File: src/rtl/ls_sub_unit_arbiter_pkg.sv
// rtl/ls_sub_unit_arbiter_pkg.sv - shared types and sizing for the load/store sub-unit arbiter
package ls_sub_unit_arbiter_pkg;

    localparam int NUM_SUB_UNITS   = 3;
    localparam int MAX_OUTSTANDING = 4;
    localparam int ID_W            = 4;
    localparam int SUB_UNIT_SEL_W  = (NUM_SUB_UNITS > 1) ? $clog2(NUM_SUB_UNITS) : 1;

    typedef logic [ID_W-1:0]           id_t;
    typedef logic [SUB_UNIT_SEL_W-1:0] sub_unit_sel_t;

    typedef enum logic [1:0] {
        ARB_IDLE,
        ARB_ACTIVE,
        ARB_DRAIN
    } ls_arb_state_t;

    typedef struct packed {
        id_t           id;
        sub_unit_sel_t unit;
    } ls_outstanding_t;

    // Lowest-indexed hit wins when address windows overlap.
    function automatic sub_unit_sel_t lowest_hit(input logic [NUM_SUB_UNITS-1:0] hit);
        sub_unit_sel_t sel;
        sel = '0;
        for (int i = NUM_SUB_UNITS - 1; i >= 0; i--) begin
            if (hit[i]) begin
                sel = sub_unit_sel_t'(i);
            end
        end
        return sel;
    endfunction

endpackage

File: src/rtl/ls_sub_unit_arbiter_fifo.sv
// rtl/ls_sub_unit_arbiter_fifo.sv - in-order tracker of outstanding loads and their target sub-unit
module ls_sub_unit_arbiter_fifo
    import ls_sub_unit_arbiter_pkg::*;
#(
    parameter int DEPTH = MAX_OUTSTANDING
) (
    input  logic                     clk,
    input  logic                     rst_n,
    input  logic                     i_push,
    input  logic                     i_pop,
    input  ls_outstanding_t          i_data,
    output ls_outstanding_t          o_data,
    output logic [$clog2(DEPTH):0]   o_count
);

    localparam int PTR_W = $clog2(DEPTH);

    ls_outstanding_t  r_mem [DEPTH];
    logic [PTR_W-1:0] r_wr_ptr;
    logic [PTR_W-1:0] r_rd_ptr;
    logic [PTR_W:0]   r_count;

    // Callers never push when full or pop when empty; DEPTH is a power of two so pointers wrap naturally.
    always_ff @(posedge clk) begin
        if (!rst_n) begin
            r_wr_ptr <= '0;
            r_rd_ptr <= '0;
            r_count  <= '0;
        end else begin
            if (i_push) begin
                r_wr_ptr <= r_wr_ptr + 1'b1;
            end
            if (i_pop) begin
                r_rd_ptr <= r_rd_ptr + 1'b1;
            end
            r_count <= r_count + {{PTR_W{1'b0}}, i_push} - {{PTR_W{1'b0}}, i_pop};
        end
    end

    always_ff @(posedge clk) begin
        if (i_push) begin
            r_mem[r_wr_ptr] <= i_data;
        end
    end

    assign o_data  = r_mem[r_rd_ptr];
    assign o_count = r_count;

endmodule

File: src/rtl/ls_sub_unit_arbiter.sv
// rtl/ls_sub_unit_arbiter.sv - issues LSQ head transactions to memory sub-units, returns load data in program order
module ls_sub_unit_arbiter
    import ls_sub_unit_arbiter_pkg::*;
#(
    parameter logic [NUM_SUB_UNITS*32-1:0] SUB_UNIT_BASE = {32'h0000_0000, 32'h6000_0000, 32'h8000_0000},
    parameter logic [NUM_SUB_UNITS*32-1:0] SUB_UNIT_MASK = {32'hF000_0000, 32'hF000_0000, 32'hF000_0000}
) (
    input  logic                        clk,
    input  logic                        rst_n,
    input  logic                        gc_issue_flush,
    input  logic                        txn_valid,
    input  logic [31:0]                 txn_addr,
    input  logic                        txn_load,
    input  logic                        txn_store,
    input  id_t                         txn_id,
    output logic                        txn_accepted,
    output logic [NUM_SUB_UNITS-1:0]    unit_req,
    input  logic [NUM_SUB_UNITS-1:0]    unit_ready,
    input  logic [NUM_SUB_UNITS-1:0]    unit_data_valid,
    input  logic [NUM_SUB_UNITS*32-1:0] unit_data,
    output logic                        resp_valid,
    output logic [31:0]                 resp_data,
    output id_t                         resp_id,
    output logic                        unmapped_err,
    output id_t                         unmapped_id,
    output logic                        protocol_err,
    output logic                        busy
);

    localparam int CNT_W = $clog2(MAX_OUTSTANDING) + 1;

    logic [NUM_SUB_UNITS-1:0] w_hit;
    logic                     w_any_hit;
    sub_unit_sel_t            w_sel;
    logic                     w_head_valid;
    logic                     w_unit_ok;
    logic                     w_fifo_full;
    logic                     w_issue;
    logic                     w_unmapped;
    logic                     w_push;
    logic                     w_pop;
    logic                     w_switch;
    logic [NUM_SUB_UNITS-1:0] w_stray;
    logic [CNT_W-1:0]         w_count;
    logic [CNT_W-1:0]         w_next_count;
    ls_outstanding_t          w_head;
    ls_outstanding_t          w_new_entry;
    logic [31:0]              w_head_data;

    ls_arb_state_t            r_state;
    sub_unit_sel_t            r_cur_unit;
    logic                     r_resp_valid;
    logic [31:0]              r_resp_data;
    id_t                      r_resp_id;
    logic                     r_unmapped_err;
    id_t                      r_unmapped_id;
    logic                     r_protocol_err;

    always_comb begin
        w_hit = '0;
        for (int i = 0; i < NUM_SUB_UNITS; i++) begin
            w_hit[i] = (txn_addr & SUB_UNIT_MASK[i*32 +: 32]) == SUB_UNIT_BASE[i*32 +: 32];
        end
    end

    assign w_any_hit = |w_hit;
    assign w_sel     = lowest_hit(w_hit);

    // A head that is neither load nor store is not a memory operation and is left alone.
    assign w_head_valid = rst_n & txn_valid & ~gc_issue_flush & (txn_load | txn_store);

    // Only one sub-unit may hold outstanding loads, so responses can never overtake each other.
    assign w_unit_ok   = (r_state == ARB_IDLE) | (w_sel == r_cur_unit);
    assign w_fifo_full = (w_count == CNT_W'(MAX_OUTSTANDING));
    assign w_issue     = w_head_valid & w_any_hit & unit_ready[w_sel] & w_unit_ok
                       & ~(txn_load & w_fifo_full);
    assign w_unmapped  = w_head_valid & ~w_any_hit;
    assign w_push      = w_issue & txn_load;
    assign w_switch    = txn_valid & w_any_hit & (w_sel != r_cur_unit);

    assign txn_accepted = w_issue | w_unmapped;

    always_comb begin
        unit_req = '0;
        if (w_issue) begin
            unit_req[w_sel] = 1'b1;
        end
    end

    assign w_new_entry = '{id: txn_id, unit: w_sel};

    ls_sub_unit_arbiter_fifo #(
        .DEPTH (MAX_OUTSTANDING)
    ) u_outstanding (
        .clk     (clk),
        .rst_n   (rst_n),
        .i_push  (w_push),
        .i_pop   (w_pop),
        .i_data  (w_new_entry),
        .o_data  (w_head),
        .o_count (w_count)
    );

    assign w_pop        = (w_count != '0) & unit_data_valid[w_head.unit];
    assign w_head_data  = unit_data[32*w_head.unit +: 32];
    assign w_next_count = w_count + CNT_W'(w_push) - CNT_W'(w_pop);

    // Any return strobe that is not the oldest outstanding load's unit is a protocol violation.
    always_comb begin
        w_stray = unit_data_valid;
        if (w_count != '0) begin
            w_stray[w_head.unit] = 1'b0;
        end
    end

    always_ff @(posedge clk) begin
        if (!rst_n) begin
            r_state        <= ARB_IDLE;
            r_cur_unit     <= '0;
            r_resp_valid   <= 1'b0;
            r_resp_data    <= '0;
            r_resp_id      <= '0;
            r_unmapped_err <= 1'b0;
            r_unmapped_id  <= '0;
            r_protocol_err <= 1'b0;
        end else begin
            if (w_issue) begin
                r_cur_unit <= w_sel;
            end

            r_resp_valid <= w_pop;
            if (w_pop) begin
                r_resp_data <= w_head_data;
                r_resp_id   <= w_head.id;
            end

            r_unmapped_err <= w_unmapped;
            if (w_unmapped) begin
                r_unmapped_id <= txn_id;
            end

            if (|w_stray) begin
                r_protocol_err <= 1'b1;
            end

            case (r_state)
                ARB_IDLE: begin
                    if (w_push) begin
                        r_state <= ARB_ACTIVE;
                    end
                end
                ARB_ACTIVE: begin
                    if (w_next_count == '0) begin
                        r_state <= ARB_IDLE;
                    end else if (w_switch) begin
                        r_state <= ARB_DRAIN;
                    end
                end
                ARB_DRAIN: begin
                    if (w_next_count == '0) begin
                        r_state <= ARB_IDLE;
                    end else if (w_issue) begin
                        r_state <= ARB_ACTIVE;
                    end
                end
                default: r_state <= ARB_IDLE;
            endcase
        end
    end

    assign resp_valid   = r_resp_valid;
    assign resp_data    = r_resp_data;
    assign resp_id      = r_resp_id;
    assign unmapped_err = r_unmapped_err;
    assign unmapped_id  = r_unmapped_id;
    assign protocol_err = r_protocol_err;
    assign busy         = (w_count != '0);

endmodule

File: config.mk
export PLATFORM = sky130hd
export DESIGN_NAME = ls_sub_unit_arbiter
export DESIGN_NICKNAME = d
export VERILOG_FILES = /design/src/rtl/ls_sub_unit_arbiter_pkg.sv /design/src/rtl/ls_sub_unit_arbiter_fifo.sv /design/src/rtl/ls_sub_unit_arbiter.sv
export SDC_FILE = /design/constraint.sdc
export NUM_CORES = 1
export LEC_CHECK = 0
export ABC_AREA = 1
export CAP_MARGIN = 10
export CORE_ASPECT_RATIO = 0.9
export CORE_UTILIZATION = 41
export CTS_CLUSTER_SIZE = 24
export DETAILED_ROUTE_END_ITERATION = 10
export PLACE_DENSITY = 0.77
export SLEW_MARGIN = 10
export SYNTH_ARGS = -nofsm -noshare
export SYNTH_HDL_FRONTEND = slang
export SYNTH_SLANG_ARGS = --single-unit
File: constraint.sdc
create_clock -name clk -period 3.77 [get_ports clk]
set_input_delay 0.377 -clock clk [delete_from_list [all_inputs] [get_ports clk]]
set_output_delay 0.377 -clock clk [all_outputs]
set_load 0.02 [all_outputs]
==> impl_metrics.toml, run 1 <==
[floorplan]
ios = 192
start_util_pct = 42.4
die_h_um = 94.4
design.core.area_um2 = 9170
die_area_um2 = 9880
num_rows = 33
die_w_um = 105

[timing]
post-route-min-period_ns = 3.26
rsz0062_at_grt = "no"
hold_viol = 0
post-route-period-util_pct = 86.6
worstMarginPinSlew_ns = 0.610
final.setup_skew_ns = 0.0111
maxClockFrequency_mhz = 306
drv_slew = 0
finalSetupViolCount = 0
whs_ns = 0.466
fin_tns_setup_ns = 0
max-slew-margin-rel_pct = 59.2

[final_layout]
insertedDiodeCount = 0
syn_to_final_growth_pct = 47.8
layout-drive-gt1-share_pct = 5.07
final_core_util_pct = 62.7
nets = 836

[logic_synthesis]
ys_ff_latch = 80
yosys.area.top_type_share_pct = 28.8
synth_area_leaders = "dfxtp_1, edfxtp_1, nand2_1, nor2_1, nand3_1"
yosysWarnings = 0
synth_nets = 679
synth_top_cell_by_area = "dfxtp_1"
synth_cell_types = 25
syn_area_per_cell_um2 = 7.37
ys_seq_area_share_pct = 47.4
syn_inst = 528
netlist_area_um2 = 3890

[worst_setup_path]
arrival_ns = 3.53
worstSetupEndpointType = "register"
critPathMaxFanout = 13
start_kind = "register"
crit_required_ns = 4.04
path_class = "reg -> reg"

[cts]
clkSinkCount = 80
post_cts_buffers = 0
cts_tree = "yes"
clkTransAtPathRegs_ns = 0.08
cts_made_buffers = 9
htreeDepth = 3
holdBufCountCts = 0
cts_buffer_depth = 2
clk_root_buffer_cell = "clkbuf_8"
clock_latency_ns = 0.35
cts_resized = 0

[global_route]
grt_max_degree = 49
antenna_found_initial = 0
grt-ovfl-total = 0
gr-usage-all-layers_pct = 21.9
grt_pass1_wl_um = 17300
grt_pass1_vias = 3673

[hold_path]
min_path_type = "reg -> reg"

[run]
drv_cap = 0

[power_and_ir_drop]
p_leak_nw = 2.43
power_density_nw_per_um2 = 594
peakVddDrop_v = 0.000347

[routing]
drc = 0
wl_per_cell_um = 13.5
vias = 3963
totalWireLength_um = 10900
drtPass1Iterations = 4
ant_nets = 0
via_per_inst = 4.88
first_iter_violations = 237

[placement]
gp_congestion = 0.770
dp_hpwl_um = 7900
portBuffers = 163

[run_status]
status = "completed"
[cell type report]
type,count,area (um^2)
timing repair buffer,169,1680
clock inverter,6,42.5
clock buffer,10,138
fill,832,3420
multi-input combinational,387,1750
inverter,38,145
tap,122,153
sequential,80,1840
[metrics by stage]
step	std cells	power [mW]	instance area, um^2	setup slack [ns]
final	812	3.42	5750	0.506
after global routing	812	3.66	5750	0.257
after CTS	812	3.43	5750	0.580
after detailed placement	796	2.85	5570	0.280
after global placement	796	2.81	5570	0.485
after floorplan	528	2.24	3890	0.909
[cell families after synthesis]
family                     after synthesis  synth area share, %
buffers and inverters                   61                 7.59
and+or+nand+nor                        308                 32.6
AOI/OAI and AO/OA                       72                 10.0
DFF                                     80                 47.4
adders and majority gates                7                 2.45
[report_power, final]
part	switching, mW	internal, mW	total (mW)
clock network	0.319	0.259	0.578
logic	0.978	0.680	1.66
registers	0.109	1.07	1.18
[path summary, 6_finish.rpt]
check,slack (ns),startpoint,depth (start not counted),endpoint
setup / recovery,0.51,register,19,r_state[1]
hold reg to reg,0.47,u_outstanding.r_rd_ptr[1],2,register
setup reg to reg,0.51,register,19,r_state[1]
hold / removal,0.47,u_outstanding.r_rd_ptr[1],2,register
[per-layer routing]
layer  vias to the layer above  global-route usage, %  wire length (um)
met1                      1800                   26.2              4850
met2                       138                   39.3              5220
met4                         0                   5.05               114
li1                       2013                      -                 -
met3                        12                   5.80               769
met5                         -                      0                 0
[synthesized netlist by cell type, drive strengths merged]
| cell type | instances |
|---|---|
| nand2 | 144 |
| nor2 | 113 |
| dfxtp | 56 |
| o21ai | 54 |
| nand3 | 47 |
| inv | 38 |
| edfxtp | 24 |
| buf | 18 |
| a21oi | 13 |
| ha | 6 |
| clkbuf | 5 |
| o22ai | 4 |
| nand3b | 2 |
| nor3 | 2 |
| a31oi | 1 |
| fa | 1 |
[registers in the layout (all words and copies together), names as in the netlist, named ones only]
signal / flops
resp_id: 4
resp_data: 32
u_outstanding.o_count: 3
u_outstanding.r_wr_ptr: 2
u_outstanding.r_rd_ptr: 2
protocol_err: 1
unmapped_id: 4
r_state: 2
u_outstanding.r_mem: 24
r_cur_unit: 2
unmapped_err: 1
resp_valid: 1
[cell usage in the layout (no fill, tap or decap), types with 4 or more instances in the layout]
master,instances
nand3_2,5
ha_1,6
nor2_1,113
buf_4,6
nand2_1,142
inv_1,34
edfxtp_1,24
clkbuf_8,10
a21oi_1,11
nand3_1,41
o21ai_1,29
o21ai_0,25
clkdlybuf4s50_1,163
o22ai_1,4
dfxtp_1,56
[worst max-delay path: stages, from the launching register on]
cell and delay [ns]:
dfxtp_1 0.59, inv_2 0.20, nand2_1 0.11, nand3_2 0.11, nand2_2 0.12, nand2_1 0.09, inv_2 0.07, nand3_2 0.08
nand3_4 0.10, ha_1 0.22, inv_1 0.05, ha_1 0.16, fa_1 0.44, nor2_1 0.15, nand2_1 0.12, nand2_1 0.09
inv_1 0.06, a21oi_1 0.19, nand3_1 0.09, a21oi_1 0.14
(Power assumes the default switching activity.)
==> inputs of run 2 (changes only) <==
--- a/config.mk
+++ b/config.mk
@@ -11,8 +11,9 @@
 export CORE_UTILIZATION = 41
 export CTS_CLUSTER_SIZE = 24
 export DETAILED_ROUTE_END_ITERATION = 10
+export MAX_ROUTING_LAYER = met4
 export PLACE_DENSITY = 0.77
-export SLEW_MARGIN = 10
+export REMOVE_ABC_BUFFERS = 1
 export SYNTH_ARGS = -nofsm -noshare
 export SYNTH_HDL_FRONTEND = slang
 export SYNTH_SLANG_ARGS = --single-unit
==> impl_metrics.toml, run 2 (synthesis gave the netlist of run 1 again) <==
[floorplan]
die_area_um2 = 9880
ios = 192
start_util_pct = 42.4
die_h_um = 94.4
num_rows = 33
die_w_um = 105
design.core.area_um2 = 9170

[routing]
vias = 3910
via_per_inst = 4.82
first_iter_violations = 211
drc = 0
ant_nets = 0
drtPass1Iterations = 4
totalWireLength_um = 11000
wl_per_cell_um = 13.6

[run_status]
status = "completed"

[final_layout]
layout_common_cells = "clkdlybuf4s50_1, nand2_1, nor2_1"
nets = 836
layout-drive-gt1-share_pct = 5.22
largest_register_ffs = 32
final_common_cell = "clkdlybuf4s50_1"
fillerInstances = 796
syn_to_final_growth_pct = 48.1
insertedDiodeCount = 0

[worst_setup_path]
worstSetupEndpointType = "register"
crit_required_ns = 4.05
critPathMaxFanout = 13
arrival_ns = 3.49
path_class = "reg -> reg"
start_kind = "register"

[placement]
dp_hpwl_um = 7800
portBuffers = 163
gp_congestion = 0.843

[power_and_ir_drop]
total_power_mw = 3.46
p_leak_nw = 2.44
power_density_nw_per_um2 = 600
peakVddDrop_v = 0.000331

[run]
drv_cap = 0

[timing]
worstMarginPinSlew_ns = 0.608
rsz0062_at_grt = "no"
final.setup_skew_ns = 0.0168
post-route-period-util_pct = 85.1
post-route-min-period_ns = 3.21
drv_slew = 0
hold_viol = 0
finalSetupViolCount = 0
maxClockFrequency_mhz = 312
max-slew-margin-rel_pct = 59.3
fin_tns_setup_ns = 0

[cts]
clkSinkCount = 80
post_cts_buffers = 0
htreeDepth = 3
cts_tree = "yes"
clkTransAtPathRegs_ns = 0.09
cts_resized = 0
cts_made_buffers = 9
clock_latency_ns = 0.36
holdBufCountCts = 0
clk_root_buffer_cell = "clkbuf_8"
cts_buffer_depth = 2

[global_route]
grt_pass1_vias = 3708
grt-ovfl-total = 0
antenna_found_initial = 0
grt_max_degree = 49
gr-usage-all-layers_pct = 22.6
grt_pass1_wl_um = 17400

[hold_path]
min_path_type = "reg -> reg"
min_from = "u_outstanding.r_rd_ptr[1]"
-- run 2: cell count changes in the layout (fill, tap and decap cells not counted), sizes merged --
cell,before,now
clkbuf,10,9
clkinv,2,0
clkinvlp,2,1
inv,40,44
-- run 2: final timing paths --
kind                     end  slack (ns)  depth (start not counted)
setup / recovery  r_state[1]        0.56                         19
hold / removal      register        0.47                          2
setup reg to reg  r_state[1]        0.56                         19
hold reg to reg     register        0.47                          2
-- run 2: area by class of cell --
type | instances | area, um^2 | area share, %
clock inverter | 7 | 67.6 | 1.17
sequential | 80 | 1840 | 32.0
tap | 122 | 153 | 2.65
timing repair buffer | 169 | 1680 | 29.1
clock buffer | 9 | 124 | 2.15
inverter | 38 | 145 | 2.52
multi-input combinational | 387 | 1750 | 30.4
-- run 2: routing by layer --
layer | vias to the layer above | GRT usage, % | share of wire, %
met4 | 0 | 7.28 | 0.63
met2 | 109 | 40.0 | 50
met1 | 1792 | 26.1 | 43
li1 | 2002 | - | -
met5 | - | - | 0
met3 | 7 | 4.14 | 6.1
-- run 2: worst max-delay path, cell delays in order (launching register included) --
cell and delay [ns]:
dfxtp_1 0.60, inv_2 0.20, nand2_1 0.11, nand3_2 0.11, nand2_2 0.12, nand2_1 0.10
inv_2 0.07, nand3_2 0.08, nand3_4 0.10, ha_1 0.24, inv_1 0.06, ha_1 0.15
fa_1 0.43, nor2_1 0.13, nand2_1 0.07, nand2_1 0.07, inv_1 0.06, a21oi_1 0.18
nand3_1 0.12, a21oi_1 0.13
-- run 2: power breakdown --
group,internal [mW],leakage [nW],switching [mW]
Sequential,1.07,0.675,0.112
Clock,0.260,0.0966,0.368
Combinational,0.681,1.67,0.962
Total,2.01,2.44,1.44
-- run 2: per-stage QoR --
stage	util (%)	std cells	hold slack [ns]	area [um^2]	setup WS [ns]
2_1_floorplan	-	505	0.433	3740	0.318
3_3_place_gp	60.7	796	0.443	5570	0.426
3_5_place_dp	60.7	796	0.461	5570	0.281
4_1_cts	62.8	812	0.474	5760	0.545
5_1_grt	62.8	812	0.479	5760	0.243
6_report	62.8	812	0.467	5760	0.561
